File: config.mk
export PLATFORM = sky130hd
export DESIGN_NAME = fetch_ctrl
export DESIGN_NICKNAME = d
export VERILOG_FILES = /design/src/rtl/fetch_ctrl.sv
export SDC_FILE = /design/constraint.sdc
export NUM_CORES = 1
export LEC_CHECK = 0
export ABC_CLOCK_PERIOD_IN_PS = 4500
export BUFFER_PORTS_ARGS = -buffer_cell sky130_fd_sc_hd__buf_4
export CORE_MARGIN = 1
export CORE_UTILIZATION = 57
export DETAILED_ROUTE_END_ITERATION = 10
export PLACE_DENSITY = 0.88
export REMOVE_ABC_BUFFERS = 1
export SYNTH_ARGS = -nofsm -noshare
export SYNTH_HDL_FRONTEND = slang
export SYNTH_SLANG_ARGS = --single-unit
File: constraint.sdc
create_clock -name clk_i -period 4.5 [get_ports clk_i]
set_input_delay 0.9 -clock clk_i [delete_from_list [all_inputs] [get_ports clk_i]]
set_output_delay 0.9 -clock clk_i [all_outputs]
set_load 0.005 [all_outputs]
File: src/rtl/fetch_ctrl.sv
// Purpose: fetch-stage PC sequencer; picks PC source, stalls/flushes front end, squashes wrong-path fetch.
// Latency: control outputs are combinational from state and inputs; counters update one cycle later.
// Backpressure: imem_ready_i low stalls PC (or holds SQUASH); redirect overrides hazard and memory stalls.
//
// Ports:
//   clk_i, reset_i       clock, synchronous active-low reset
//   stall_hazard_i       hazard unit requests a fetch hold
//   pred_taken_f_i       predictor taken hint for pc_f
//   mispredict_e_i       execute-stage branch mispredict
//   branch_taken_e_i     resolved branch outcome (valid with mispredict_e_i)
//   imem_ready_i         instruction memory response for the outstanding request
//   imem_req_o           fetch request for pc_f
//   pc_src_o             00 pc+4, 01 predicted target, 10 pc_plus4_e, 11 pc_target_e
//   stall_f_o            hold PC register
//   flush_d_o, flush_e_o invalidate F/D and D/E pipeline registers
//   mispredict_cnt_o     saturating count of accepted redirects
//   stall_cnt_o          saturating count of stalled fetch cycles
module fetch_ctrl #(
    parameter int CNT_W = 16
) (
    input  logic             clk_i,
    input  logic             reset_i,
    input  logic             stall_hazard_i,
    input  logic             pred_taken_f_i,
    input  logic             mispredict_e_i,
    input  logic             branch_taken_e_i,
    input  logic             imem_ready_i,
    output logic             imem_req_o,
    output logic [1:0]       pc_src_o,
    output logic             stall_f_o,
    output logic             flush_d_o,
    output logic             flush_e_o,
    output logic [CNT_W-1:0] mispredict_cnt_o,
    output logic [CNT_W-1:0] stall_cnt_o
);

    typedef enum logic [1:0] {
        BOOT   = 2'b00,
        RUN    = 2'b01,
        SQUASH = 2'b10
    } state_t;

    state_t state;
    state_t state_nxt;
    logic   redirect;

    // A redirect is only honoured once fetching has started; BOOT ignores it.
    assign redirect = reset_i && mispredict_e_i && ((state == RUN) || (state == SQUASH));

    always_comb begin
        imem_req_o = 1'b0;
        pc_src_o   = 2'b00;
        stall_f_o  = 1'b1;
        flush_d_o  = 1'b1;
        flush_e_o  = 1'b0;
        state_nxt  = state;

        if (!reset_i) begin
            // Hold the whole front end quiet while reset is asserted.
            flush_e_o = 1'b1;
            state_nxt = BOOT;
        end else if (redirect) begin
            pc_src_o   = branch_taken_e_i ? 2'b11 : 2'b10;
            stall_f_o  = 1'b0;
            flush_e_o  = 1'b1;
            imem_req_o = (state == RUN);
            // The in-flight fetch belongs to the wrong path; if it has not
            // returned yet it must be dropped when it does. Only one request
            // can be outstanding, so a redirect inside SQUASH changes nothing.
            if (state == RUN && !imem_ready_i) begin
                state_nxt = SQUASH;
            end
        end else begin
            case (state)
                BOOT: begin
                    state_nxt = RUN;
                end
                RUN: begin
                    imem_req_o = 1'b1;
                    stall_f_o  = stall_hazard_i | ~imem_ready_i;
                    pc_src_o   = (!stall_f_o && pred_taken_f_i) ? 2'b01 : 2'b00;
                    // Bubble into decode only for a pure memory wait; a hazard
                    // hold must keep the F/D contents in place.
                    flush_d_o  = ~imem_ready_i & ~stall_hazard_i;
                end
                SQUASH: begin
                    // The response arriving now is the wrong-path one: drop it.
                    if (imem_ready_i) begin
                        state_nxt = RUN;
                    end
                end
                default: begin
                    state_nxt = BOOT;
                end
            endcase
        end
    end

    always_ff @(posedge clk_i) begin
        if (!reset_i) begin
            state            <= BOOT;
            mispredict_cnt_o <= '0;
            stall_cnt_o      <= '0;
        end else begin
            state <= state_nxt;
            if (redirect && (mispredict_cnt_o != '1)) begin
                mispredict_cnt_o <= mispredict_cnt_o + CNT_W'(1);
            end
            if (stall_f_o && (stall_cnt_o != '1)) begin
                stall_cnt_o <= stall_cnt_o + CNT_W'(1);
            end
        end
    end

endmodule

-- Yosys cells after proc, flatten, opt, wreduce, memory -nomap -nowiden
Cells that the tools add are included.
- divide/modulo/power cells: 0
- reduce and logical (&&, ||, !) cells: 11
- eq/ne operators: 7
- multiplexer cells: 20
- multipliers: 0
- $add $sub $neg: 2
- bitwise gates (word level): 4
- magnitude comparators: 0
- shifts and indexed selects: 0
- operators by type and width (cell ; number):
    $add 16x1->16 const B ; 2
    $ne 16x16->1 const B ; 2
    $mux 1 ; 14
    $mux 2 ; 5
    $logic_and 1x1->1 ; 6
    $pmux 2 s3 ; 1
    $ne 3x3->1 const B ; 1
    $reduce_and 3->1 ; 1
    $eq 2x1->1 const B ; 1
    $eq 2x2->1 const B ; 1
    $logic_not 1->1 ; 2
    $logic_not 2->1 ; 1
    $ne 2x1->1 const B ; 1
    $ne 2x2->1 const B ; 1
    $not 1->1 ; 2
    $and 1x1->1 ; 1
    $logic_or 1x1->1 ; 1
    $or 1x1->1 ; 1
- flip-flop bits (word level): 34
- bits in read-only memories: 0
- output and inout bits: 38
- memories kept: 0
- bits in latches: 0
- RAM bits: 0
- word-level logic and storage cells: 47
- input bits: 7

-- Longest topological paths before layout
Gate-level depths: netlist of the first run.
- word-level depth: 8
- depth in mapped cells: 9

-- Least setup slack after synthesis of the first run
OpenSTA, ideal clock, no wires.
- kind: input port to output port
- start point: input reset_i
- end point: output flush_e_o
- required time: 3.600 ns
- stages: 4
- data arrival time: 1.704 ns
- path buffers: 3
- setup slack: 1.896 ns
- path through: buf_2 clkbuf_1 buf_1 nand2_1
- cells in the longest elaborated chain, start to end: 4
- ends and longest elaborated chain (item ; RTL line ; text):
    start, declared ; 22 ; input logic reset_i,
    $logic_and 1x1->1 (2 in a row) ; 48 ; assign redirect = reset_i && mispredict_e_i && ((state == RUN) || (state == SQUASH));
    $mux 1 ; 62 ; end else if (redirect) begin
    $mux 1 (*) ; 58 ; if (!reset_i) begin
    end, declared ; 32 ; output logic flush_e_o,
Every way passes the cells marked *; elsewhere a longest branch is shown, timed or not.

-- Worst setup path after layout of the first run
- start point: register state[0]
- end point: output stall_f_o
- cells in the longest elaborated chain, start to end: 5
- ends and longest elaborated chain (item ; RTL line ; text):
    start, declared ; 43 ; state_t state;
    start signal, assigned ; 105 ; state <= state_nxt;
    $eq 2x1->1 / $eq 2x2->1 (equally long branches) ; 48, 74 ;
    $logic_or 1x1->1 ; 48 ;
    $logic_and 1x1->1 ; 48 ;
    $mux 1 (*) ; 62 ;
    $mux 1 (*) ; 58 ;
    end, declared ; 30 ; output logic stall_f_o,
Marked as above.

==> impl_metrics.sql, run 1 <==
INSERT INTO impl_metrics (metric_group, metric, value, unit) VALUES
('cts', 'clock_tree.root_cell', 'sky130_fd_sc_hd__clkbuf_4', ''),
('cts', 'cts_repair_resize_count', '0', ''),
('synth', 'netlist_top_cells_area', 'sky130_fd_sc_hd__dfxtp_1 (36%), sky130_fd_sc_hd__nand2_1 (4.8%), sky130_fd_sc_hd__a21oi_1 (4.5%), sky130_fd_sc_hd__mux2i_1 (4.2%), sky130_fd_sc_hd__ha_1 (4.0%)', ''),
('routing', 'drt-vias-per-instance', '6.05', ''),
('floorplan', 'die_x', '59.6', 'um'),
('routing', 'ant_nets', '0', ''),
('synth', 'postSynthCellCount', '225', ''),
('timing', 'final.setup_skew', '1.60', 'ps'),
('timing', 'unrepaired_setup_endpoints_after_global_routing', 'no', ''),
('global_route', 'first_global_vias', '1711', ''),
('synth', 'netlist_area', '1890', 'um^2'),
('placed_design', 'gp_congestion', '0.887', ''),
('critical_path', 'max_stage_delay', '520', 'ps'),
('critical_path', 'crit_path_frequent_cell', 'sky130_fd_sc_hd__inv_1', ''),
('cts', 'clkTransAtPathRegs', '100', 'ps'),
('synth', 'post_synth_most_frequent_cells', 'sky130_fd_sc_hd__dfxtp_1 (34), sky130_fd_sc_hd__nand2_1 (24), sky130_fd_sc_hd__a21oi_1 (17)', ''),
('synth', 'synthesis.yosys.warnings', '0', ''),
('routing', 'routed-via-count', '1888', ''),
('critical_path', 'crit_chain', 'inv_1, ha_1, and2_1, o21a_1, inv_1, buf_4', ''),
('critical_path', 'path_buf_inv', '3', ''),
('power', 'cellPowerDensity', '268', 'nW/um^2'),
('timing', 'accumulated_negative_setup_slack', '0', 'ps'),
('cts', 'postCtsSetupRepairBufs', '0', ''),
('timing', 'max_freq', '0.317', 'GHz'),
('routing', 'pre_antenna_drt_iters', '4', ''),
('synth', 'synthDistinctLibCells', '49', ''),
('global_route', 'antenna_found_initial', '0', ''),
('cts', 'cts-htree-levels', '2', ''),
('synth', 'async_flop_share', '0', ''),
('critical_path', 'timing.critical_path.required', '3600', 'ps'),
('placed_design', 'detailedPlacementHpwl', '3230', 'um'),
('global_route', 'grt_overflow_total', '0', ''),
('timing', 'worst-slew-pin-transition', '812', 'ps'),
('power', 'comb_power_share', '0.182', ''),
('finish', 'postLayoutCoreUtil', '0.741', ''),
('critical_path', 'worst-setup-path-type', 'reg2out', ''),
('floorplan', 'floorplan.die.height', '59.6', 'um'),
('critical_path', 'setup.worst_path.start_class', 'flop', ''),
('floorplan', 'design.die.area', '3560', 'um^2'),
('synth', 'avg_synthesized_cell_area', '8.41', 'um^2'),
('power', 'power_frac_clock', '0.294', ''),
('power', 'net-switching-power', '178', 'uW'),
('global_route', 'global_route_wire_length_before_repair', '7360', 'um'),
('synth', 'yosysTopAreaCell', 'sky130_fd_sc_hd__dfxtp_1', ''),
('floorplan', 'rows', '20', ''),
('finish', 'synthesis_to_finish_area_growth', '21.5', '%'),
('synth', 'synth_sequential_area_ratio', '0.360', ''),
('finish', 'insertedDiodeCount', '0', ''),
('power', 'p_int', '438', 'uW'),
('floorplan', 'initial_utilization', '0.610', ''),
('cts', 'cts.sinks', '34', ''),
('job', 'maxCapViolations', '0', ''),
('global_route', 'grt_start_max_net_pins', '30', ''),
('synth', 'ys.flop_type', 'sky130_fd_sc_hd__dfxtp_1', ''),
('placed_design', 'numPortBuffers', '44', ''),
('synth', 'synth_enable_flop_cells', '0', ''),
('synth', 'yosysMostFrequentCell', 'sky130_fd_sc_hd__dfxtp_1', ''),
('timing', 'final_hold_viol_count', '0', ''),
('cts', 'worst_skew_pair.late_latency', '330', 'ps'),
('synth', 'ys_ff_latch', '34', ''),
('power', 'switching_share', '0.289', ''),
('timing', 'slew_violations', '0', ''),
('finish', 'nets', '280', ''),
('cts', 'cts_buffer_depth', '2', ''),
('cts', 'post_cts_hold_buffer_count', '0', ''),
('global_route', 'gr-usage-all-layers', '0.270', ''),
('routing', 'post_detailed_routing_wire_length', '4440', 'um'),
('critical_path', 'critical-path-top-delay-family', 'compound AO/OA/AOI/OAI gates', ''),
('outcome', 'run_status', 'finished clean', ''),
('power', 'leakage', '0.876', 'nW'),
('routing', 'detailed_route_wire_length_per_cell', '14.2', 'um');
[power by group through the flow]
stage | logic [mW] | clock network, mW | registers (mW)
floorplan | 0.0652 | 0 | 0.328
global placement | 0.107 | 0 | 0.329
detailed placement | 0.110 | 0 | 0.330
CTS | 0.111 | 0.186 | 0.323
global route | 0.124 | 0.197 | 0.326
finish | 0.112 | 0.181 | 0.323
[layout make-up]
cell class | instances | area (um^2) | share of cell area
sequential | 34 | 681 | 0.296
tap | 44 | 55.1 | 0.0239
clock inverter | 2 | 12.5 | 0.00544
clock buffer | 6 | 51.3 | 0.0223
inverter | 7 | 26.3 | 0.0114
multi-input combinational | 175 | 1140 | 0.497
timing repair buffer | 44 | 330 | 0.144
[worst paths after layout]
check                     to  slack (ps)  cells past startpoint            from
max                stall_f_o        1350                      6        state[0]
min           stall_cnt_o[1]         510                      2  stall_cnt_o[1]
max reg2reg  stall_cnt_o[15]        2250                      6        state[0]
min reg2reg   stall_cnt_o[1]         510                      2  stall_cnt_o[1]
[tightest hold or removal path, delay by kind of cell (launching register included)]
kind             cells  cell delay (ps)
muxes                1               50
and+or+nand+nor      1               60
DFF                  1              360
[per-layer routing]
metal	vias up	part of all wire	track usage
li1	943	-	-
met4	0	0.013	0.0897
met5	-	0	0
met1	890	0.46	0.332
met3	7	0.036	0.0655
met2	48	0.49	0.461
[cell families (layout without fill, tap and decap cells)]
kind of cell,after synthesis,after routing,share of synthesized area
AO/OA/AOI/OAI,51,51,0.177
buffers and inverters,16,59,0.0363
multiplexers,9,9,0.0482
AND/OR/NAND/NOR,108,108,0.334
adder cells (fa/ha/maj),6,6,0.0397
flip-flops,34,34,0.360
XOR/XNOR,1,1,0.00463
[per-stage QoR]
step	cells	hold WS [ps]	cell area (um^2)	power, mW	setup slack, ps
3_5_place_dp	304	492	2240	0.440	1510
4_1_cts	312	507	2300	0.620	1340
5_1_grt	312	522	2300	0.647	1140
6_report	312	508	2300	0.616	1350
2_1_floorplan	216	467	1850	0.394	1950
3_3_place_gp	304	487	2240	0.436	1540
[sequential cells by signal (all words and copies together), names as in the netlist]
register	count
state	2
stall_cnt_o	16
mispredict_cnt_o	16
[cell usage in the layout (no fill, tap or decap), drive strengths merged, types with 8 or more instances in the layout]
cell and instances:
buf 44, dfxtp 34, nand2 25, a21oi 17, nand3 11, nand4 11
or3 11, o21ai 10, nor2 8, mux2i 8, nand2b 8
(Power assumes the default switching activity.)
==> inputs of run 2 (changes only) <==
ABC_CLOCK_PERIOD_IN_PS = 3300   (was 4500)
CORE_UTILIZATION = 53   (was 57)
PLACE_DENSITY = 0.83   (was 0.88)
clock period = 3.3 ns   (was 4.5 ns; I/O delays follow)
==> run 2 against run 1 <==
Compared with the run above:
- hold slack lost 2.2 ps
- sequential share of layout area down 0.40 points
- core utilization decreased by 5.3 points
- cell count rose by 1.3%
- via count down 0.69%
==> impl_metrics.sql, run 2 (same netlist as run 1, synthesis figures left out) <==
INSERT INTO impl_metrics (metric_group, metric, value, unit) VALUES
('outcome', 'run_status', 'finished clean', ''),
('timing', 'unrepaired_setup_endpoints_after_global_routing', 'no', ''),
('global_route', 'grt_start_max_net_pins', '30', ''),
('global_route', 'global_route_wire_length_before_repair', '7240', 'um'),
('timing', 'final.setup_skew', '13.9', 'ps'),
('finish', 'fillerInstances', '285', ''),
('floorplan', 'rows', '21', ''),
('timing', 'accumulated_negative_setup_slack', '0', 'ps'),
('finish', 'leading_cell_type_in_the_layout_fill_and_taps_excluded', 'sky130_fd_sc_hd__buf_4', ''),
('critical_path', 'critical-path-top-delay-family', 'flip-flops', ''),
('cts', 'cts_repair_resize_count', '0', ''),
('finish', 'final_cell_mix', 'sky130_fd_sc_hd__buf_4 (46), sky130_fd_sc_hd__dfxtp_1 (34), sky130_fd_sc_hd__nand2_1 (24), sky130_fd_sc_hd__a21oi_1 (17)', ''),
('critical_path', 'cp_max_fo', '8', ''),
('global_route', 'first_global_vias', '1594', ''),
('cts', 'postCtsSetupRepairBufs', '0', ''),
('routing', 'routed-via-count', '1875', ''),
('placed_design', 'gp_congestion', '0.845', ''),
('cts', 'clkTransAtPathRegs', '110', 'ps'),
('floorplan', 'initial_utilization', '0.559', ''),
('critical_path', 'worst-endpoint-arrival', '1900', 'ps'),
('routing', 'ant_nets', '0', ''),
('finish', 'layout-drive-gt1-share', '0.219', ''),
('cts', 'cts_buffer_depth', '2', ''),
('critical_path', 'cp-startpoint', 'state[0]', ''),
('critical_path', 'crit_chain', 'inv_1, ha_1, and2_1, o21a_1, inv_1, buf_4', ''),
('cts', 'worst_skew_pair.late_latency', '360', 'ps'),
('cts', 'cts_tree', 'built', ''),
('finish', 'layout.area.seq', '681', 'um^2'),
('cts', 'clock_tree.root_cell', 'sky130_fd_sc_hd__clkbuf_4', ''),
('timing', 'final.period_utilization', '0.777', ''),
('routing', 'drt-vias-per-instance', '5.93', ''),
('finish', 'instances_no_fill', '316', ''),
('floorplan', 'design.portCount', '45', ''),
('cts', 'cts-htree-levels', '2', ''),
('routing', 'detailedRoute.firstIterationViolations', '140', ''),
('critical_path', 'path_buf_inv', '3', ''),
('floorplan', 'core-area', '3390', 'um^2'),
('global_route', 'gr-usage-all-layers', '0.260', ''),
('critical_path', 'critical_path.slowest_cell', 'sky130_fd_sc_hd__dfxtp_1', ''),
('finish', 'synthesis_to_finish_area_growth', '23.1', '%'),
('critical_path', 'rr_startpoint', 'state[0]', ''),
('timing', 'period_minus_slack', '2560', 'ps'),
('critical_path', 'ff2ff_setup_slack', '1070', 'ps'),
('placed_design', 'numPortBuffers', '44', ''),
('timing', 'worst-slew-pin-transition', '747', 'ps'),
('finish', 'multi_input_logic_area', '1140', 'um^2'),
('routing', 'pre_antenna_drt_iters', '4', ''),
('global_route', 'antenna_found_initial', '0', ''),
('cts', 'post_cts_hold_buffer_count', '0', ''),
('power', 'leakage', '0.896', 'nW'),
('timing', 'final_hold_viol_count', '0', ''),
('critical_path', 'crit_path_frequent_cell', 'sky130_fd_sc_hd__inv_1', ''),
('finish', 'reg_top3', 'mispredict_cnt_o x16, stall_cnt_o x16, state x2', ''),
('min_path', 'hold_class', 'reg2reg', ''),
('floorplan', 'die_x', '61.8', 'um'),
('critical_path', 'max_stage_delay', '400', 'ps'),
('cts', 'cts.sinks', '34', ''),
('power', 'vdd_drop_max', '275', 'uV'),
('timing', 'maxSlewHeadroom', '0.498', ''),
('timing', 'setup_violations', '0', ''),
('power', 'cellPowerDensity', '389', 'nW/um^2'),
('timing', 'slew_violations', '0', ''),
('job', 'maxCapViolations', '0', ''),
('timing', 'max_freq', '0.390', 'GHz'),
('routing', 'detail_route.drc_violations', '0', ''),
('min_path', 'min-delay-start', 'stall_cnt_o[1]', ''),
('floorplan', 'design.die.area', '3810', 'um^2'),
('critical_path', 'critical_path.endpoint_type', 'primary output', ''),
('placed_design', 'detailedPlacementHpwl', '3250', 'um'),
('placed_design', 'dp_cell_count', '308', ''),
('critical_path', 'worst-setup-path-type', 'reg2out', ''),
('global_route', 'grt_overflow_total', '0', ''),
('finish', 'insertedDiodeCount', '0', ''),
('cts', 'cts_inserted_buffers', '5', ''),
('floorplan', 'floorplan.die.height', '61.8', 'um'),
('critical_path', 'timing.critical_path.required', '2640', 'ps'),
('routing', 'post_detailed_routing_wire_length', '4370', 'um'),
('routing', 'detailed_route_wire_length_per_cell', '13.8', 'um'),
('finish', 'nets', '282', ''),
('critical_path', 'setup.worst_path.start_class', 'flop', '');
[run 2: cell type report]
cell class | count | share of cell area
Clock buffer | 5 | 0.0161
Clock inverter | 3 | 0.0172
Inverter | 7 | 0.0113
Multi-Input combinational cell | 175 | 0.491
Sequential cell | 34 | 0.292
Tap cell | 46 | 0.0247
Timing Repair Buffer | 46 | 0.148
[run 2: routing by layer]
| metal | GRT usage | share of wire |
|---|---|---|
| met1 | 0.330 | 0.46 |
| met2 | 0.430 | 0.48 |
| met3 | 0.0745 | 0.052 |
| met4 | 0.0762 | 0.014 |
| met5 | 0 | 0 |
[run 2: report_power, final]
group	leakage [nW]	switching [mW]	internal [mW]
sequential	0.275	0.0159	0.425
clock	0.0450	0.154	0.157
combinational	0.577	0.0828	0.0718
total	0.896	0.253	0.653
[run 2: per-stage QoR]
| stage | utilization | hold WS [ps] | area [um^2] | setup slack [ps] | power, mW |
|---|---|---|---|---|---|
| CTS | 0.688 | 508 | 2330 | 743 | 0.910 |
| global placement | 0.665 | 481 | 2250 | 1160 | 0.600 |
| finish | 0.688 | 506 | 2330 | 737 | 0.906 |
| global route | 0.688 | 545 | 2330 | 607 | 0.954 |
| floorplan | - | 467 | 1850 | 1170 | 0.537 |
| detailed placement | 0.665 | 491 | 2250 | 1090 | 0.604 |
[run 2: path summary, 6_finish.rpt]
kind / to / cells after the start
max: stall_f_o / 6
min: stall_cnt_o[1] / 2
max reg2reg: mispredict_cnt_o[14] / 8
min reg2reg: stall_cnt_o[1] / 2
[run 2: worst register-to-register path, cell delays in order, from the launching register on]
cell and delay, ps:
sky130_fd_sc_hd__dfxtp_1 400, sky130_fd_sc_hd__inv_1 80, sky130_fd_sc_hd__ha_1 300, sky130_fd_sc_hd__and2_1 290, sky130_fd_sc_hd__nand2_1 140, sky130_fd_sc_hd__inv_1 170, sky130_fd_sc_hd__o2111ai_1 250, sky130_fd_sc_hd__or3_1 410
sky130_fd_sc_hd__a21oi_1 130
